[config.mk]
export PLATFORM = sky130hd
export DESIGN_NAME = act_packer
export DESIGN_NICKNAME = d
export VERILOG_FILES = /design/src/rtl/act_packer.sv
export SDC_FILE = /design/constraint.sdc
export NUM_CORES = 1
export LEC_CHECK = 0
export BUFFER_PORTS_ARGS = -buffer_cell sky130_fd_sc_hd__buf_2
export CAP_MARGIN = 20
export CORE_MARGIN = 5
export CORE_UTILIZATION = 50
export DETAILED_ROUTE_END_ITERATION = 12
export PLACE_DENSITY = 0.66
export SLEW_MARGIN = 15
export SYNTH_ARGS = -nofsm -noshare
export SYNTH_HDL_FRONTEND = slang
export SYNTH_SLANG_ARGS = --single-unit
[constraint.sdc]
create_clock -name clk_in -period 4.55 [get_ports clk_in]
set_clock_uncertainty 0.15 [all_clocks]
set_input_delay 0.6825 -clock clk_in [delete_from_list [all_inputs] [get_ports clk_in]]
set_output_delay 0.6825 -clock clk_in [all_outputs]
set_load 0.02 [all_outputs]
[src/rtl/act_packer.sv]
// rtl/act_packer.sv - drains one PE-array row of sign bits, packs them into words and queues them in a FIFO
//
// Ports:
//   clk_in      single clock, rising edge
//   rst_in      synchronous active-high reset
//   start_in    one-cycle request to drain a row (honoured only when idle with an empty FIFO)
//   pop_out     drives the PE array pop_in; high for exactly O_CH consecutive cycles per row
//   sum_in      OUT_ROW_LENGTH sign bits of the channel being popped this cycle
//   out_data    head-of-FIFO packed word (0 while empty)
//   out_valid   out_data holds a valid word
//   out_ready   consumer accepts the head word when out_valid && out_ready
//   busy_out    high while the FSM is not idle
//   done_out    one-cycle pulse after the last channel has been captured
//   out_parity  XOR of out_data (only when ACT_PACKER_PARITY_EN is defined)
//
// Optional feature macro: ACT_PACKER_PARITY_EN

module act_packer #(
    parameter int O_CH           = 64,
    parameter int OUT_ROW_LENGTH = 4,
    parameter int WORD_W         = 16,
    parameter int FIFO_DEPTH     = 16
) (
    input  logic                      clk_in,
    input  logic                      rst_in,
    input  logic                      start_in,
    output logic                      pop_out,
    input  logic [OUT_ROW_LENGTH-1:0] sum_in,
    output logic [WORD_W-1:0]         out_data,
    output logic                      out_valid,
    input  logic                      out_ready,
    output logic                      busy_out,
`ifdef ACT_PACKER_PARITY_EN
    output logic                      out_parity,
`endif
    output logic                      done_out
);

    localparam int CPW = WORD_W / OUT_ROW_LENGTH;
    localparam int NW  = (O_CH > 1) ? $clog2(O_CH) : 1;
    localparam int SW  = (CPW > 1) ? $clog2(CPW) : 1;
    localparam int PW  = (FIFO_DEPTH > 1) ? $clog2(FIFO_DEPTH) : 1;
    localparam int CW  = $clog2(FIFO_DEPTH + 1);

    typedef enum logic [1:0] {
        S_IDLE = 2'd0,
        S_POP  = 2'd1,
        S_DONE = 2'd2
    } state_t;

    state_t              r_state;
    logic [NW-1:0]       r_pop_count;
    logic [SW-1:0]       r_slot;
    logic [WORD_W-1:0]   r_shift;

    logic [WORD_W-1:0]   r_mem [FIFO_DEPTH];
    logic [PW-1:0]       r_wr_ptr;
    logic [PW-1:0]       r_rd_ptr;
    logic [CW-1:0]       r_count;

    logic [WORD_W-1:0]   w_word;
    logic                w_push;
    logic                w_pop;
    logic                w_empty;

    // Completed word = the channels already shifted in plus this cycle's
    // sum_in in the LSBs, so the lowest channel lands in the MSBs.
    generate
        if (CPW > 1) begin : g_multi
            assign w_word = {r_shift[WORD_W-OUT_ROW_LENGTH-1:0], sum_in};
        end else begin : g_single
            assign w_word = sum_in;
        end
    endgenerate

    assign w_empty   = (r_count == '0);
    assign w_push    = (r_state == S_POP) && (r_slot == SW'(CPW - 1));
    assign w_pop     = out_valid && out_ready;

    assign pop_out   = (r_state == S_POP);
    assign busy_out  = (r_state != S_IDLE);
    assign done_out  = (r_state == S_DONE);
    assign out_valid = !w_empty;
    assign out_data  = w_empty ? '0 : r_mem[r_rd_ptr];

`ifdef ACT_PACKER_PARITY_EN
    assign out_parity = ^out_data;
`endif

    always_ff @(posedge clk_in) begin
        if (rst_in) begin
            r_state     <= S_IDLE;
            r_pop_count <= '0;
            r_slot      <= '0;
            r_shift     <= '0;
        end else begin
            case (r_state)
                S_IDLE: begin
                    // Requests while the FIFO still holds words are dropped,
                    // which guarantees a whole row always fits.
                    if (start_in && w_empty) begin
                        r_state     <= S_POP;
                        r_pop_count <= '0;
                        r_slot      <= '0;
                    end
                end
                S_POP: begin
                    r_shift <= w_word;
                    r_slot  <= (r_slot == SW'(CPW - 1)) ? '0 : r_slot + 1'b1;
                    if (r_pop_count == NW'(O_CH - 1)) begin
                        r_state     <= S_DONE;
                        r_pop_count <= '0;
                    end else begin
                        r_pop_count <= r_pop_count + 1'b1;
                    end
                end
                S_DONE: begin
                    r_state <= S_IDLE;
                end
                default: begin
                    r_state <= S_IDLE;
                end
            endcase
        end
    end

    // Storage array is not reset; occupancy gates everything read from it.
    always_ff @(posedge clk_in) begin
        if (w_push) begin
            r_mem[r_wr_ptr] <= w_word;
        end
    end

    always_ff @(posedge clk_in) begin
        if (rst_in) begin
            r_wr_ptr <= '0;
            r_rd_ptr <= '0;
            r_count  <= '0;
        end else begin
            if (w_push) begin
                r_wr_ptr <= (r_wr_ptr == PW'(FIFO_DEPTH - 1)) ? '0 : r_wr_ptr + 1'b1;
            end
            if (w_pop) begin
                r_rd_ptr <= (r_rd_ptr == PW'(FIFO_DEPTH - 1)) ? '0 : r_rd_ptr + 1'b1;
            end
            case ({w_push, w_pop})
                2'b10:   r_count <= r_count + 1'b1;
                2'b01:   r_count <= r_count - 1'b1;
                default: r_count <= r_count;
            endcase
        end
    end

endmodule

==> out/qor.yml <==
status: "complete, no violations"
ys_top_cells_by_area: "edfxtp_1 66%, mux4_2 16%, dfxtp_1 6.7%, nand2_1 1.2%, ha_1 1.1%"
cts_made_buffers: 29
synth_area_um2: 11600
internal_power_w: 0.00461
final.min_clock_period_ps: 3850
grt_pass1_wl_mm: 36.9
timing.fmax_mhz: 260
switching_share: 0.180
start_util: 0.510
final_util: 0.581
initialDrtViolationCount: 550
p_switching_w: 0.00101
fillers: 1684
yosysWarnings: 0
num_vias: 5813
rrSetupSlack_ps: 990
track_usage: 0.187
cts_hold_buf: 0
end_kind: "primary output"
synth.avg_cell_area_um2: 19.1
dp_hpwl_mm: 14.0
wl_per_cell_um: 25.2
syn_inst: 606
ys_seq_area_frac: 0.731
cts-root-buf: "clkbuf_16"
vdd_ir_drop_max_mv: 0.216
cap_violations: 0
row_count: 55
area_growth_pct: 13.9
grt_remaining_overflow: 0
tns_ps: 0
grt_max_degree: 41
synth_nets: 624
powerDensity_nw_per_um2: 427
vias_per_cell: 6.06
yosysTopAreaCellShare: 0.664
clock-sinks: 295
path_cells: "buf_4 -> mux4_2 -> mux4_2 -> and2_1 -> buf_2"
max_slew_margin: 0.444
routed_wl_mm: 24.2
layout.nets: 671
io-pin-count: 28
critPathMaxFanout: 25
synth_edf_count: 256
first_pass_iters: 5
synth_seq_cells: 295
ant_nets: 0
seqPwrFrac: 0.524
setup_violations: 0
startpoint_type: "flip-flop"
leakagePower_nw: 4.29
hp-class: "reg -> reg"
critPathKind: "reg -> out"
die-height_um: 162
yosys.area.top_type: "edfxtp_1"
ys_async_sr_fraction: 0
cts_max_path_buffers: 3
clockPowerShare: 0.467
worstPathArrival_ps: 3020
synth_common_cells: "256 x edfxtp_1, 80 x mux4_2, 39 x dfxtp_1"
coreArea_um2: 22700
antenna_found_initial: 0
postCtsSetupBuffers: 0
diodes: 0
hold_viol: 0
die_x_um: 162
whs_ps: 366
worstMarginPinSlew_ps: 833
finalCritPeriodShare: 0.846
rsz0062_at_grt: "no"
cts_tree: "yes"
grt_pass1_vias: 6042
pwr-share-comb: 0.010
synth.most_common_cell: "edfxtp_1"
drv_slew: 0
clk_latency_ps: 520
cts_resized: 0
cp.required_ps: 3720
clk_pin_slew_ps: 60
gp_congestion: 0.756
final_layout_size_suffix_gt1_frac: 0.295
synthDistinctLibCells: 45
dieArea_um2: 26300
cpMostUsedCell: "mux4_2"
finalPower_w: 0.00563
cts_max_level: 1
port_buffers: 27
worst_path_max_delay_cell: "dfxtp_2"
design_area_um2: 13200
drc_errors: 0
cpPeakStageDelay_ps: 770
place_area_um2: 12100
ys.flop_type: "edfxtp_1"
[kinds of logic after synthesis]
family,after synthesis,share of synthesized area
mux,83,0.158
compound gates,45,0.0236
simple gates,124,0.0515
xor+xnor,7,0.00529
fa+ha+maj,10,0.0108
flops,295,0.731
buf+inv,42,0.0194
[cell usage in the layout, fill, tap and decap left out, types with 7 or more instances in the layout]
master | netlist | layout
nor2_1 | 33 | 21
buf_2 | 4 | 27
nor3_1 | 11 | 7
nor2_2 | 0 | 12
clkbuf_16 | 0 | 29
and2_1 | 17 | 17
ha_1 | 10 | 10
a21oi_1 | 23 | 23
nand2_1 | 37 | 37
buf_4 | 0 | 23
bufinv_16 | 0 | 9
edfxtp_1 | 256 | 256
dfxtp_1 | 39 | 37
mux4_2 | 80 | 80
[power by group through the flow]
stage                     clock network, W   logic, W  registers [W]
after floorplan                          0  0.0000344        0.00300
after global placement                   0  0.0000522        0.00300
after detailed placement                 0  0.0000543        0.00301
after CTS                          0.00267  0.0000549        0.00295
after global routing               0.00278  0.0000612        0.00295
final                              0.00263  0.0000549        0.00295
[critical path: cells and delay by family (launching register included)]
kind	cells	cell delay (ps)
simple gates	1	190
mux	2	880
buf+inv	2	650
flops	1	770
[final timing paths]
| check | from | end | cells after the start |
|---|---|---|---|
| min | r_pop_count[3] | r_pop_count[3] | 1 |
| min reg2reg | r_pop_count[3] | r_pop_count[3] | 1 |
| max reg2reg | r_count[1] | r_count[4] | 12 |
| max | flip-flop | out_data[15] | 5 |
[flip-flops by register name (all words and copies together), names as in the netlist, named ones only]
name and flops:
r_rd_ptr 4, r_state 2, r_shift 12, r_pop_count 6, r_slot 2, r_wr_ptr 4, r_count 5, r_mem 256
[cell type report]
| cell class | count | area, um2 | share of cell area |
|---|---|---|---|
| flip-flops and latches | 295 | 8470 | 0.642 |
| multi-input cells | 269 | 2940 | 0.223 |
| clock buffers | 32 | 737 | 0.0559 |
| well taps | 285 | 357 | 0.0270 |
| repair buffers | 52 | 343 | 0.0260 |
| clock inverters | 21 | 323 | 0.0245 |
| inverters | 6 | 25.0 | 0.00190 |
[metal layers]
layer | GRT usage | wire [um] | vias to the layer above
li1 | - | - | 2529
met1 | 0.271 | 10300 | 3049
met2 | 0.310 | 11900 | 204
met3 | 0.0259 | 1540 | 31
met4 | 0.0415 | 404 | 0
met5 | 0 | 0 | -
[metrics by stage]
stage	setup slack, ps	std cells
after global routing	605	960
final	701	960
after floorplan	1390	606
after global placement	1200	906
after CTS	651	960
after detailed placement	1040	907
(Power assumes the default switching activity.)
